===== config.mk =====
export PLATFORM = sky130hd
export DESIGN_NAME = pattern_stream_gen
export DESIGN_NICKNAME = d
export VERILOG_FILES = /design/src/rtl/pattern_stream_gen_pkg.sv /design/src/rtl/pattern_stream_gen_beat_byte_mux.sv /design/src/rtl/pattern_stream_gen.sv
export SDC_FILE = /design/constraint.sdc
export NUM_CORES = 1
export LEC_CHECK = 0
export ABC_AREA = 1
export CAP_MARGIN = 5
export CORE_MARGIN = 3
export CORE_UTILIZATION = 59
export CTS_BUF_LIST = sky130_fd_sc_hd__clkbuf_4 sky130_fd_sc_hd__clkbuf_8
export DETAILED_ROUTE_END_ITERATION = 10
export PLACE_DENSITY = 0.89
export SLEW_MARGIN = 20
export SYNTH_ARGS = -nofsm -noshare
export SYNTH_HDL_FRONTEND = slang
export SYNTH_SLANG_ARGS = --single-unit

===== constraint.sdc =====
create_clock -name i_clk -period 3.5 [get_ports i_clk]
set_input_delay 0.7 -clock i_clk [delete_from_list [all_inputs] [get_ports i_clk]]
set_output_delay 0.7 -clock i_clk [all_outputs]
set_load 0.01 [all_outputs]

===== src/rtl/pattern_stream_gen_pkg.sv =====
// Shared types and helpers for the packet pattern stream source.
// Mode/state encodings, header length, LFSR step.
package pattern_stream_gen_pkg;

  typedef enum logic [1:0] {
    MODE_LFSR = 2'd0,
    MODE_INC  = 2'd1,
    MODE_FIX  = 2'd2,
    MODE_RSV  = 2'd3
  } mode_e;

  typedef enum logic {
    ST_IDLE = 1'b0,
    ST_RUN  = 1'b1
  } state_e;

  localparam logic [15:0] HDR_LEN   = 16'd4;
  localparam logic [31:0] LFSR_TAPS = 32'h8020_0003;

  // Fibonacci step, taps at bits 31, 21, 1, 0.
  function automatic logic [31:0] lfsr32_next(
    input logic [31:0] s
  );
    return {s[30:0], ^(s & LFSR_TAPS)};
  endfunction

  // The reserved mode code behaves as LFSR.
  function automatic mode_e norm_mode(
    input logic [1:0] m
  );
    return (m == 2'd3) ? MODE_LFSR : mode_e'(m);
  endfunction

  // Every packet carries at least the header.
  function automatic logic [15:0] clamp_len(
    input logic [15:0] l
  );
    return (l < HDR_LEN) ? HDR_LEN : l;
  endfunction

endpackage


===== src/rtl/pattern_stream_gen_beat_byte_mux.sv =====
// Combinational beat builder: byte index, mode, counter,
// LFSR and pattern in; MSB-first data and keep lanes out.
module beat_byte_mux
  import pattern_stream_gen_pkg::*;
#(
  parameter int DATA_BYTES = 1
) (
  input  logic [15:0]             idx,
  input  logic [15:0]             len,
  input  logic [1:0]              mode,
  input  logic [31:0]             cnt,
  input  logic [31:0]             lfsr,
  input  logic [31:0]             pat,
  output logic [8*DATA_BYTES-1:0] data,
  output logic [DATA_BYTES-1:0]   keep
);

  // Lane 0 is the most significant byte of a word.
  function automatic logic [7:0] pick(
    input logic [31:0] w,
    input logic [1:0]  ln
  );
    return 8'(w >> {~ln, 3'b000});
  endfunction

  // Header and payload both start word aligned, so the
  // lane within a word is always the low two index bits.
  function automatic logic [7:0] byte_at(
    input logic [16:0] j
  );
    logic       hdr;
    logic [7:0] b;
    hdr = j < 17'(HDR_LEN);
    b   = '0;
    unique case (1'b1)
      hdr:
        b = pick(cnt, j[1:0]);
      (!hdr && mode == MODE_INC):
        b = j[7:0] - 8'd4;
      (!hdr && mode == MODE_FIX):
        b = pick(pat, j[1:0]);
      default:
        b = pick(lfsr, j[1:0]);
    endcase
    return b;
  endfunction

  always_comb begin
    data = '0;
    keep = '0;
    for (int k = 0; k < DATA_BYTES; k++) begin
      if ({1'b0, idx} + 17'(k) < {1'b0, len}) begin
        keep[DATA_BYTES-1-k] = 1'b1;
        data[8*(DATA_BYTES-1-k) +: 8] =
          byte_at({1'b0, idx} + 17'(k));
      end
    end
  end

endmodule


===== src/rtl/pattern_stream_gen.sv =====
// Test-pattern packet source: 4-byte counter header then
// LFSR / incrementing / fixed payload on a valid/ready stream.
// Ports: i_clk, i_rst_n (async low), i_start, i_len, i_mode,
//   i_seed_load, i_seed_data, i_abort, i_ready in;
//   o_valid, o_data, o_keep, o_last, o_busy, o_pkt_count out.
module pattern_stream_gen
  import pattern_stream_gen_pkg::*;
#(
  parameter int          DATA_BYTES   = 1,
  parameter logic [31:0] SEED_DEFAULT = 32'hFFFF_FFFF,
  parameter logic [31:0] CNT_INIT     = 32'h0123_4567
) (
  input  logic                    i_clk,
  input  logic                    i_rst_n,
  input  logic                    i_start,
  input  logic [15:0]             i_len,
  input  logic [1:0]              i_mode,
  input  logic                    i_seed_load,
  input  logic [31:0]             i_seed_data,
  input  logic                    i_abort,
  input  logic                    i_ready,
  output logic                    o_valid,
  output logic [8*DATA_BYTES-1:0] o_data,
  output logic [DATA_BYTES-1:0]   o_keep,
  output logic                    o_last,
  output logic                    o_busy,
  output logic [31:0]             o_pkt_count
);

  localparam logic [16:0] STEP = 17'(DATA_BYTES);

  state_e      state_q;
  logic [15:0] len_q;
  logic [15:0] idx_q;
  mode_e       mode_q;
  logic [31:0] pat_q;
  logic [31:0] cnt_q;
  logic [31:0] lfsr_q;

  logic        xfer;
  logic [16:0] idx_nxt;
  logic        beat_last;
  logic        word_end;
  logic        lfsr_adv;
  logic        pkt_end;

  logic [8*DATA_BYTES-1:0] mux_data;
  logic [DATA_BYTES-1:0]   mux_keep;

  assign xfer      = o_valid & i_ready;
  assign idx_nxt   = {1'b0, idx_q} + STEP;
  assign beat_last = idx_nxt >= {1'b0, len_q};
  assign word_end  = idx_nxt[1:0] == 2'b00;

  // One LFSR step per payload word, taken when the beat
  // holding its final byte (or the packet's final byte) moves.
  assign lfsr_adv = xfer
                 && mode_q == MODE_LFSR
                 && idx_q >= HDR_LEN
                 && (word_end || beat_last);

  assign pkt_end = i_abort || (xfer && beat_last);

  beat_byte_mux #(
    .DATA_BYTES (DATA_BYTES)
  ) u_mux (
    .idx  (idx_q),
    .len  (len_q),
    .mode (mode_q),
    .cnt  (cnt_q),
    .lfsr (lfsr_q),
    .pat  (pat_q),
    .data (mux_data),
    .keep (mux_keep)
  );

  assign o_data      = o_valid ? mux_data : '0;
  assign o_keep      = o_valid ? mux_keep : '0;
  assign o_last      = o_valid & beat_last;
  assign o_pkt_count = cnt_q;

  always_ff @(posedge i_clk or negedge i_rst_n) begin
    if (!i_rst_n) begin
      state_q <= ST_IDLE;
      o_valid <= 1'b0;
      o_busy  <= 1'b0;
      len_q   <= HDR_LEN;
      idx_q   <= '0;
      mode_q  <= MODE_LFSR;
      pat_q   <= '0;
      cnt_q   <= CNT_INIT;
      lfsr_q  <= SEED_DEFAULT;
    end else begin
      unique case (state_q)
        ST_IDLE: begin
          if (i_seed_load) begin
            lfsr_q <= (i_seed_data == '0)
                    ? SEED_DEFAULT : i_seed_data;
            cnt_q  <= CNT_INIT;
          end else if (i_start) begin
            len_q   <= clamp_len(i_len);
            mode_q  <= norm_mode(i_mode);
            pat_q   <= i_seed_data;
            idx_q   <= '0;
            o_valid <= 1'b1;
            o_busy  <= 1'b1;
            state_q <= ST_RUN;
          end
        end
        ST_RUN: begin
          if (lfsr_adv) begin
            lfsr_q <= lfsr32_next(lfsr_q);
          end
          if (xfer) begin
            idx_q <= idx_nxt[15:0];
          end
          if (pkt_end) begin
            cnt_q   <= cnt_q + 32'd1;
            o_valid <= 1'b0;
            o_busy  <= 1'b0;
            state_q <= ST_IDLE;
          end
        end
        default: state_q <= ST_IDLE;
      endcase
    end
  end

endmodule


==> impl_metrics.csv <==
group,metric,value,unit
status,outcome,"finished, violations left",
status,violations,"negative setup slack",
global_route,grt_pass1_wl,45.2,mm
clocking,clk_pin_slew,0.07,ns
drt,wire_per_inst,18.6,um
global_route,grt_max_degree,82,
finish,final_util,77.8,%
sta,finalWorstSetupSlack,-0.308,ns
place,dpl-instance-area,0.0105,sq mm
global_route,grt_pass1_vias,9336,
sta,setup_violations,1,
synth,yosysWarnings,0,
finish,antenna_cells,0,
worst_setup_path,critical_path.most_common_cell,"inv_1",
sta,setup_tns,-0.308,ns
synth,synth-seq-cells,132,
synth,synthArstFlopShare,100,%
sta,worst_slew_pin_slew,0.852,ns
drt,wl,30.3,mm
finish,nets,1522,
worst_setup_path,regToRegStartpoint,"idx_q[2]",
worst_setup_path,path_class,"register to primary output",
sta,min_period,3.81,ns
power,p_leak,5.69,nW
drt,firstDrtPassIters,6,
floorplan,die_area,0.0170,sq mm
floorplan,fp.dieH,130,um
clocking,clockBufferDepth,2,
floorplan,coreArea,0.0148,sq mm
sta,rsz0062_at_grt,"yes",
worst_setup_path,startpoint,"idx_q[2]",
power,pwr-share-seq,31.4,%
synth,avgSynthCellArea,7.11,sq um
worst_setup_path,critPathMaxStageDelay,0.42,ns
synth,synth_cells,1283,
synth,synth_ff_type,"dfrtp_1",
synth,synth_commonest_cells,"nand2_1, inv_1, nor2_1",
clocking,htreeDepth,4,
worst_setup_path,critPathLaunchType,"register",
finish,postLayoutCellArea,0.0115,sq mm
power,p_int,4.85,mW
worst_setup_path,critPathBufInv,6,
sta,fin_hold_ws,0.238,ns
global_route,antenna_found_initial,0,
drt,via_count,10000,
sta,timing.final.crit_share,109,%
floorplan,pin_count,100,
worst_setup_path,end_kind,"primary output",
worst_setup_path,cpMaxStageDelayCell,"dfrtp_2",
sta,max_freq,263,MHz
min_path,hp-class,"primary input to async pin",
clocking,cts.sinks,132,
clocking,cts_buffers,17,
power,pwr_density_cell,775,mW/mm^2
place,io_buffer_count,99,
floorplan,core.rowCount,44,
worst_setup_path,crit_family,"simple AND/OR/NAND/NOR gates",
sta,relSlewSlack,42.7,%
drt,viasPerCell,6.17,
sta,skew,0.00693,ns
synth,yosysSeqAreaShare,36.8,%
finish,drive_gt1_share,19.8,%
clocking,clk_latency,0.47,ns
place,hpwl,20.1,mm
global_route,grt_usage,33.7,%
power,vdd_ir_drop_max,0.000686,V
place,gp_congestion,0.969,
power,power.switching,4.07,mW
sta,hold_viol,0,
power,p_sw_share,45.7,%
job,maxCapViolCount,0,
clocking,clockRootBuffer,"clkbuf_8",
synth,synth_top_area_share,23.9,%
synth,yosys.area.top_type,"dfrtp_1",
clocking,tritoncts,"done",
drt,drt-initial-drc-count,1218,
synth,synth_fp_nets,1377,
global_route,gr-total-overflow,0,
finish,syn_to_final_growth,26.3,%
sta,slew_violations,0,
drt,drc_errors,0,
floorplan,fp.dieW,130,um
synth,synth.area.top_cells,"dfrtp_1, nand2_1, dfstp_2",
synth,synth.most_common_cell,"nand2_1",
synth,synth_area,0.00912,sq mm
clocking,postCtsHoldBufs,0,
worst_setup_path,worstPathMaxFanout,4,
power,power_frac_comb,55.1,%
power,pwr-share-clk,13.5,%
worst_setup_path,required,2.80,ns
worst_setup_path,crit_chain,"ha_2 > nand2_4 > nor2_1 > inv_1 > nor3_2 > inv_1 > nand2_1 > inv_1 > ha_4 > inv_1 > nor3_1 > nor3b_2 > nand3_1 > nand3_2 > nand2_2 > inv_2 > buf_6",
floorplan,start_util,61.6,%
synth,synth_edf_count,0,
worst_setup_path,regToRegSetupSlack,0.18,ns
worst_setup_path,crit_arrival,3.11,ns
synth,synthDistinctLibCells,40,
drt,postRouteAntennaNets,0,
==> repair_timing <==
action	CTS	global route
setup endpoints to repair	10	67
pin swaps	18	36
resized for setup	62	71
buffers inserted	16	11
cloned	1	2
==> state kept, by name (all words and copies together), names as in the netlist <==
signal,cells
len_q,16
idx_q,16
mode_q,2
o_busy,1
pat_q,32
state_q,1
lfsr_q,32
o_pkt_count,32
==> placed cells by master (no fill, tap or decap), types with 20 or more instances in the layout <==
cell type / count
a31oi_1: 31
dfstp_2: 45
nand2_1: 328
nand4_1: 60
nor2_1: 83
o21ai_0: 84
inv_1: 166
dfrtp_1: 85
buf_4: 73
xor2_1: 20
clkdlybuf4s50_1: 88
nand3_1: 75
a21oi_1: 28
clkbuf_8: 21
ha_1: 30
==> layout make-up <==
type                    count  area, sq um
clock inverters            10         56.3
inverters                 181          703
repair buffers            185         1720
flip-flops and latches    132         3360
fillers                  1006         3290
clock buffers              22          297
multi-input cells         911         5150
well taps                 184          230
==> per-stage QoR <==
step / total power, mW / std cells / worst slack (ns)
floorplan: 5.46 / 1283 / 0.311
global placement: 6.76 / 1563 / -0.253
detailed placement: 6.92 / 1563 / -0.318
CTS: 8.38 / 1612 / -0.141
global route: 9.48 / 1625 / -0.505
finish: 8.92 / 1625 / -0.308
==> logic make-up after synthesis <==
group / synth area share [%]
simple gates: 33.1
flops: 36.8
fa+ha+maj: 5.21
compound gates: 11.1
buf+inv: 10.9
xor+xnor: 2.98
==> path summary, 6_finish.rpt <==
path / endpoint / depth (start not counted)
worst max-delay path: o_last / 17
worst min-delay path: len_q[15] / 1
worst max register to register: o_pkt_count[26] / 19
worst min register to register: pat_q[12] / 2
max in group asynchronous: lfsr_q[11] / 2
min in group i_clk: pat_q[12] / 2
==> power by group through the flow <==
stage | clock network [mW] | registers [mW] | logic (mW)
5_1_grt | 1.26 | 2.85 | 5.36
2_1_floorplan | 0 | 2.66 | 2.81
3_5_place_dp | 0 | 2.78 | 4.14
4_1_cts | 1.20 | 2.76 | 4.43
6_report | 1.20 | 2.80 | 4.92
3_3_place_gp | 0 | 2.75 | 4.01
==> routing by layer <==
layer  vias to the layer above  routed length, um  GRT usage (%)
met1                      4716              11300           42.7
met5                         -                  0              0
li1                       4485                  -              -
met3                       172               2730           4.58
met2                       657              14400           55.3
met4                         0               1840           19.9
No activity file was read; power rests on OpenSTA's default activity.
